===== src/rtl/add_share_pkg.sv =====
// Shared types and constants for the add_share_arb shared-adder arbiter.
package add_share_pkg;

  localparam int unsigned DATA_W = 32;

  typedef enum logic [1:0] {
    IDLE = 2'd0,
    CALC = 2'd1,
    RESP = 2'd2
  } state_t;

  // Ceiling log2, used to cross-check IDW against N at elaboration.
  function automatic int unsigned clog2_u(input int unsigned v);
    int unsigned r;
    r = 0;
    for (int unsigned i = 0; i < 32; i++) begin
      if ((32'd1 << i) < v) r = i + 1;
    end
    return r;
  endfunction

endpackage


===== src/rtl/rr_arbiter.sv =====
// Combinational round-robin arbiter: searches i_req starting at i_rr_ptr
// (taken modulo N) and returns the first valid requester.
module rr_arbiter
  import add_share_pkg::*;
#(
  parameter int unsigned N   = 4,
  parameter int unsigned IDW = 2
) (
  input  logic [N-1:0]   i_req,
  input  logic [IDW-1:0] i_rr_ptr,
  output logic [N-1:0]   o_gnt,
  output logic [IDW-1:0] o_gnt_idx,
  output logic           o_any
);

  logic [IDW-1:0] w_cand;

  // First valid requester at or after the pointer, wrapping modulo N.
  always_comb begin
    o_gnt     = '0;
    o_gnt_idx = '0;
    o_any     = 1'b0;
    w_cand    = '0;
    for (int unsigned k = 0; k < N; k++) begin
      // Modulo keeps out-of-range pointers (non power-of-two N) from aliasing.
      w_cand = IDW'((32'(i_rr_ptr) + k) % N);
      if (!o_any && i_req[w_cand]) begin
        o_gnt[w_cand] = 1'b1;
        o_gnt_idx     = w_cand;
        o_any         = 1'b1;
      end
    end
  end

endmodule


===== src/rtl/add_share_arb.sv =====
// Time-shares one 32-bit adder among N valid/ready requesters with
// round-robin grants. Operands and sum are registered around the adder so
// the ripple path is a CALC_CYCLES multicycle path.
// Optional macro ADD_SHARE_ARB_OVF_EN adds the rsp_ovf signed-overflow output.
module add_share_arb
  import add_share_pkg::*;
#(
  parameter int unsigned N           = 4,
  parameter int unsigned IDW         = 2,
  parameter int unsigned CALC_CYCLES = 2
) (
  input  logic                clk,
  input  logic                rst_n,
  input  logic [N-1:0]        req_valid,
  output logic [N-1:0]        req_ready,
  input  logic [N*DATA_W-1:0] req_a,
  input  logic [N*DATA_W-1:0] req_b,
  output logic [N-1:0]        rsp_valid,
  input  logic [N-1:0]        rsp_ready,
  output logic [DATA_W-1:0]   rsp_sum,
  output logic [IDW-1:0]      rsp_id,
  output logic                busy
`ifdef ADD_SHARE_ARB_OVF_EN
  ,
  output logic                rsp_ovf
`endif
);

  if (IDW != clog2_u(N) || N < 2 || N > 8 || CALC_CYCLES < 1 || CALC_CYCLES > 4) begin : g_bad_cfg
    $error("add_share_arb: illegal N/IDW/CALC_CYCLES combination");
  end

  localparam logic [2:0] CNT_LAST = 3'(CALC_CYCLES - 1);

  state_t              r_state;
  logic [IDW-1:0]      r_ptr;
  logic [IDW-1:0]      r_gid;
  logic [IDW-1:0]      r_rsp_id;
  logic [2:0]          r_cnt;
  logic [DATA_W-1:0]   r_op_a;
  logic [DATA_W-1:0]   r_op_b;
  logic [DATA_W-1:0]   r_sum;
  logic [N-1:0]        r_rsp_valid;
  logic [N-1:0]        w_gnt;
  logic [IDW-1:0]      w_gnt_idx;
  logic                w_any;
  logic [DATA_W-1:0]   w_sel_a;
  logic [DATA_W-1:0]   w_sel_b;
  logic [DATA_W-1:0]   w_sum;
`ifdef ADD_SHARE_ARB_OVF_EN
  logic                r_ovf;
`endif

  rr_arbiter #(
    .N   (N),
    .IDW (IDW)
  ) u_arb (
    .i_req     (req_valid),
    .i_rr_ptr  (r_ptr),
    .o_gnt     (w_gnt),
    .o_gnt_idx (w_gnt_idx),
    .o_any     (w_any)
  );

  // The single shared adder; it only ever sees the registered operands.
  assign w_sum = r_op_a + r_op_b;

  // Operand select for the current round-robin winner.
  always_comb begin
    w_sel_a = '0;
    w_sel_b = '0;
    for (int unsigned i = 0; i < N; i++) begin
      if (w_gnt_idx == IDW'(i)) begin
        w_sel_a = req_a[i*DATA_W +: DATA_W];
        w_sel_b = req_b[i*DATA_W +: DATA_W];
      end
    end
  end

  // Accept is combinational in IDLE; gated by rst_n so reset forces it low.
  assign req_ready = (rst_n && (r_state == IDLE)) ? w_gnt : '0;
  assign rsp_valid = r_rsp_valid;
  assign rsp_sum   = r_sum;
  assign rsp_id    = r_rsp_id;
  assign busy      = (r_state != IDLE);
`ifdef ADD_SHARE_ARB_OVF_EN
  assign rsp_ovf   = r_ovf;
`endif

  // Control FSM: grant, multicycle settle count, response hold.
  always_ff @(posedge clk or negedge rst_n) begin
    if (!rst_n) begin
      r_state     <= IDLE;
      r_ptr       <= '0;
      r_gid       <= '0;
      r_rsp_id    <= '0;
      r_cnt       <= '0;
      r_op_a      <= '0;
      r_op_b      <= '0;
      r_sum       <= '0;
      r_rsp_valid <= '0;
`ifdef ADD_SHARE_ARB_OVF_EN
      r_ovf       <= 1'b0;
`endif
    end else begin
      case (r_state)
        IDLE: begin
          if (w_any) begin
            r_op_a  <= w_sel_a;
            r_op_b  <= w_sel_b;
            r_gid   <= w_gnt_idx;
            r_cnt   <= '0;
            r_state <= CALC;
          end
        end
        CALC: begin
          if (r_cnt == CNT_LAST) begin
            r_sum       <= w_sum;
            r_rsp_id    <= r_gid;
            r_rsp_valid <= N'(1) << r_gid;
`ifdef ADD_SHARE_ARB_OVF_EN
            r_ovf       <= (r_op_a[DATA_W-1] == r_op_b[DATA_W-1]) &&
                           (w_sum[DATA_W-1] != r_op_a[DATA_W-1]);
`endif
            r_state     <= RESP;
          end else begin
            r_cnt <= r_cnt + 3'd1;
          end
        end
        RESP: begin
          if (rsp_ready[r_gid]) begin
            r_rsp_valid <= '0;
            r_ptr       <= (r_gid == IDW'(N - 1)) ? '0 : r_gid + 1'b1;
            r_state     <= IDLE;
          end
        end
        default: r_state <= IDLE;
      endcase
    end
  end

endmodule

===== config.mk =====
export PLATFORM = sky130hd
export DESIGN_NAME = add_share_arb
export DESIGN_NICKNAME = d
export VERILOG_FILES = /design/src/rtl/add_share_pkg.sv /design/src/rtl/rr_arbiter.sv /design/src/rtl/add_share_arb.sv
export SDC_FILE = /design/constraint.sdc
export NUM_CORES = 1
export LEC_CHECK = 0
export BUFFER_PORTS_ARGS = -buffer_cell sky130_fd_sc_hd__clkbuf_2
export CORE_MARGIN = 3
export CORE_UTILIZATION = 46
export CTS_CLUSTER_DIAMETER = 40
export DETAILED_ROUTE_END_ITERATION = 16
export PLACE_DENSITY = 0.79
export SYNTH_ARGS = -nofsm -noshare
export SYNTH_HDL_FRONTEND = slang
export SYNTH_SLANG_ARGS = --single-unit

===== constraint.sdc =====
create_clock -name clk -period 2.95 [get_ports clk]
set_clock_uncertainty 0.15 [all_clocks]
set_input_delay 0.59 -clock clk [delete_from_list [all_inputs] [get_ports clk]]
set_output_delay 0.59 -clock clk [all_outputs]
set_load 0.03 [all_outputs]

* Word-level counts from Yosys, hierarchy flattened
Index checks and enable logic that the tools add are counted.
** Word-level totals
- Register bits after elaboration :: 111
- Output and inout bits :: 43
- Word-level logic and storage cells :: 111
- Bits of input ports :: 266
** Operators by class
- Order comparisons :: 9
- Reductions and logical operators :: 22
- Muxes and demuxes :: 50
- Shift operators :: 1
- Add/sub/neg operators :: 6
- Bitwise gates (word level) :: 3
- Eq/ne operators :: 11
** Operators with widths (count)
- 2-to-1 mux 32 bit :: 8
- adder 32 bit :: 1
- 2-to-1 mux 4 bit :: 7
- 2-to-1 mux 2 bit :: 8
- < comparator 2 x 3 -> 1 bit (second input constant) :: 5
- 2-to-1 mux 1 bit :: 13
- bitwise OR 4 bit :: 3
- binary-select mux 1 bit (select 2 bit) :: 5
- AND reduction 3 bit :: 3
- demux 1 bit (select 2 bit) :: 4
- == test 2 bit (second input constant) :: 4
- greater-or-equal comparator 2 x 1 -> 1 bit (second input constant) :: 4
- logical AND 1 bit :: 8
- case mux 4 bit (2 select lines) :: 1
- 2-to-1 mux 3 bit :: 2
- inequality test 2 bit (second input constant) :: 3
- case mux 2 bit (3 select lines) :: 1
- case mux 3 bit (2 select lines) :: 1
- AND reduction 2 bit :: 3
- nonzero test 2 bit :: 3
- adder 2 x 1 -> 2 bit (second input constant) :: 2
- adder 2 bit (second input constant) :: 2
- == test 2 x 1 -> 1 bit (second input constant) :: 2
- logical NOT 2 bit :: 2
- other kinds (5) :: 7

* Depth between registers and ports, before layout
- Word-level depth :: 17
- Depth in mapped cells :: 15
- Mapped depth without buffers :: 11

* Hierarchy
A second synthesis with hierarchy kept.
** Second synthesis, totals
- Cells, all modules :: 711
- Area, all modules :: 8005.2 µm²
** Modules (own cells, without submodules)
- add_share_arb :: area an instance 7583.5 µm², sequential area each 2777.7 µm², instances 1, cells each 666
- rr_arbiter :: area an instance 421.7 µm², sequential area each 0.0 µm², instances 1, cells each 45

* Worst setup path after synthesis
OpenSTA, ideal clock, no wires.
- Path kind :: reg2out
- From :: register r_ptr[0]
- To :: output port req_ready[0]
- Required time :: 2.210 ns
- Arrival :: 2.350 ns
- Cell stages (with the launch flop) :: 10
- Path slack :: -0.140 ns
- Path buffers :: 1
- Cell sequence :: dfrtp_1 -> buf_6 -> inv_1 -> ha_1 -> nor2_1 -> a21oi_2 -> or2_4 -> nor3_1 -> a221oi_1 -> nor2_1
** On the way
- Longest elaborated chain between the ends :: 13
- Elaborated cells on any way between the ends :: 48
- Those cells by class :: add/sub (3); order compare (8); mux (24); bitwise (3); reduce/logical (10)
** RTL lines
- from (decl) :: RTL line add_share_arb.sv:36 : logic [IDW-1:0] r_ptr;
- from (signal assigned) :: RTL line add_share_arb.sv:133 : r_ptr <= (r_gid == IDW'(N - 1)) ? '0 : r_gid + 1'b1;
- parallel branches: the longest is 11 deep, another holds < comparator 2 x 3 -> 1 bit
- 2-to-1 mux 4 bit * :: RTL line rr_arbiter.sv:27 : if (!o_any && i_req[w_cand]) begin
- 2-to-1 mux 4 bit * :: RTL line add_share_arb.sv:81 : assign req_ready = (rst_n && (r_state == IDLE)) ? w_gnt : '0;
- to (decl) :: RTL line add_share_arb.sv:15 : output logic [N-1:0] req_ready,
Every way passes the cells marked *. The select of a mux whose other input is x is not followed.

* Worst setup path after layout
- From :: register r_ptr[0]
- To :: output port req_ready[2]
The elaborated chain is that of the path after synthesis.

==> metrics.cfg <==
[run_status]
status = finished with violations
violations = negative setup slack

[floorplanning]
core_area_sq_um = 16900
die_h_microns = 139
io_pins = 309
rows = 47
initial_core_util_pct = 47.9
die_x_microns = 139
fp.dieArea_sq_um = 19300

[worst_setup_path]
endpoint = req_ready[2]
crit_chain = buf_6 -> mux2_4 -> nor2_4 -> a21oi_2 -> or2_4 -> nor3_4 -> a221oi_2 -> nor2_2 -> clkbuf_8
endpoint_kind = primary output
required_ns = 2.21
r2r-end = r_op_b[10]
cp_max_fo = 7
arrival_ns = 2.30
path_class = register to primary output
worst_path_max_delay_cell = dfrtp_1
cp-start-kind = register
timing.rr.start = r_ptr[0]
r2r_slack_ns = 0.07
reg2reg_depth = 12
crit_path_start = r_ptr[0]
cpPeakStageDelay_ns = 0.40

[global_routing]
grt_max_degree = 112
antenna_found_initial = 2
overflow = 0
grt_pass1_vias = 8324
grt_pass1_wl_mm = 42.1
track_usage_pct = 26.6

[cells_and_area]
register_area_sq_um = 2780
drive_gt1_share_pct = 28.3
multi_input_area_sq_um = 5130
n_fill_cell = 1534
fin_nets = 1759
syn_to_final_growth_pct = 30.9
layout.cells.non_filler = 1675

[cts]
cts.htree.levels = 3
cts.sinks = 111
clk_path_buf_depth = 2
cts_buffers = 9
cts_tree = built
clk_pin_slew_ns = 0.08
clockRootBuffer = clkbuf_16
clk_latency_ns = 0.35

[synth]
synth.distinct_cells = 54
ys.flop_type = dfrtp_1
ys_seq_area_share_pct = 34.2
syn-cell-area_sq_um = 8120
muxShareOfSynthArea_pct = 1.11
yosys.area.top_type = dfrtp_1
yosysMostFrequentCell = nand2_1
synth-xor-area-share_pct = 2.81
synthSimpleGateAreaFrac_pct = 30.5
synth_compound_area_share_pct = 19.5
synth_seq_cells = 111
yosys.area.top_type_share_pct = 34.2
async_reset_ff_share_pct = 100
avgSynthCellArea_sq_um = 7.06
synthTopCellsByCount = 454 x nand2_1, 126 x o21ai_1, 111 x dfrtp_1, 71 x nand3_1, 60 x o21ai_0
synth_edf_count = 0
synth_top_family_by_area = simple AND/OR/NAND/NOR gates
yosysWarnings = 0
synthCells = 1149
synth_fa_ha_area_share_pct = 7.03
syn-num-nets = 1460
ys_top_cells_by_area = dfrtp_1 34%, nand2_1 21%, o21ai_1 7.8%

[sta]
hold_viol_final = 0
setup_slack_ns = -0.0889
rsz0062_at_grt = true
tns_ns = -0.204
period_share_pct = 103
slew_headroom_pct = 47.7
fmax_mhz = 329
worst_pin_slew_ns = 0.785
min_period_ns = 3.04
finalSetupViolations = 4
slew_violations = 0

[detailed_routing]
first_pass_iters = 5
drc = 0
wl_per_cell_microns = 16.0
drt_iter0_markers = 702
via_per_inst = 5.28
vias = 8843
ant_nets = 0
routed_wl_mm = 26.8

[min_path]
hp-class = input port to async pin

[place]
routabilityCongestion = 0.897
dp.cells = 1648
io_buffers = 308
dp_hpwl_mm = 20.5

[run]
maxCapViolCount = 0

[pwr]
vdd.ir_drop.worst_uv = 926
p_leak_nw = 5.64
total_power_mw = 15.8
power_density_nw_per_um2 = 1490

[layout by cell type (no fill, tap or decap), types with 7 or more instances in the layout]
cell         n
a21o_1      13
a21oi_1     24
buf_12       9
buf_4       33
clkbuf_16   10
clkbuf_2   303
dfrtp_1    111
ha_1        42
inv_1       13
nand2_1    453
nand2b_1    11
nand3_1     71
nor2_1      28
o21ai_0     56
o21ai_1    127
o31ai_1      7
xnor2_1     12
xor2_1      14
[where the power goes]
part           internal (mW)  leakage [nW]  switching [mW]  total [mW]
clock                  0.661         0.142           0.583        1.24
sequential              2.28          1.38           0.505        2.79
combinational           4.47          4.12            7.31        11.8
total                   7.41          5.64            8.40        15.8
[area by class of cell]
cell class / instances / share of cell area (%)
Antenna cell: 2 / 0.0471
Clock buffer: 9 / 2.12
Clock inverter: 7 / 0.683
Inverter: 13 / 0.459
Multi-Input combinational cell: 957 / 48.3
Sequential cell: 111 / 26.1
Tap cell: 220 / 2.59
Timing Repair Buffer: 356 / 19.7
[state kept, by name (all words and copies together) (netlist names)]
signal / count
rsp_valid: 4
r_state: 2
r_op_b: 32
r_ptr: 2
rsp_id: 2
r_gid: 2
r_cnt: 3
rsp_sum: 32
r_op_a: 32
[cells by family (layout without fill, tap and decap cells)]
kind of cell,Yosys count,count (layout)
XOR/XNOR,26,26
flip-flops,111,111
multiplexers,6,6
buffers and inverters,81,385
other,0,2
adder cells (fa/ha/maj),45,45
AND/OR/NAND/NOR,604,604
AO/OA/AOI/OAI,276,276
[through the flow]
step	hold WS, ns	worst slack (ns)	area, sq um	util [%]
after global routing	0.255	-0.165	10600	62.7
after floorplan	0.144	0.0672	8130	-
after global placement	0.313	0.0123	10000	59.3
after detailed placement	0.319	-0.0165	10000	59.3
final	0.161	-0.0889	10600	62.7
after CTS	0.230	-0.0882	10500	61.7
[worst min path at each step]
stage                 from  cells after the start           to  slack, ns
2_1_floorplan        rst_n                      0     r_cnt[0]       0.14
6_report             rst_n                      2   rsp_sum[4]       0.16
4_1_cts              rst_n                      2    r_op_a[3]       0.23
5_1_grt              rst_n                      2   rsp_sum[6]       0.25
3_3_place_gp    rsp_sum[4]                      2   rsp_sum[4]       0.31
3_5_place_dp   rsp_sum[11]                      2  rsp_sum[11]       0.32
[metal layers]
layer  wire length [microns]  GRT usage, %  vias to the layer above  share of wire [%]
met5                       0             0                        -                  0
met4                     715          8.96                        0                2.7
met3                    1560          3.52                       45                5.8
met2                   12600          43.3                      316                 47
met1                   12000          37.0                     3998                 45
li1                        -             -                     4484                  -
[what timing repair did]
item / CTS / global route
gates cloned: 0 / 1
hold buffers: 0 / 0
endpoints found under the hold margin: 0 / 0
gates resized for setup: 20 / 25
buffers inserted: 4 / 4
endpoints found under the setup margin: 8 / 67
pin swaps: 6 / 9
[critical path, delay by kind of cell, from the launching register on]
family	cells	cell delay, ns
compound gates	2	0.16
buf+inv	2	0.31
flops	1	0.40
mux	1	0.32
simple gates	4	0.74
Power figures use the tool's default switching activity.
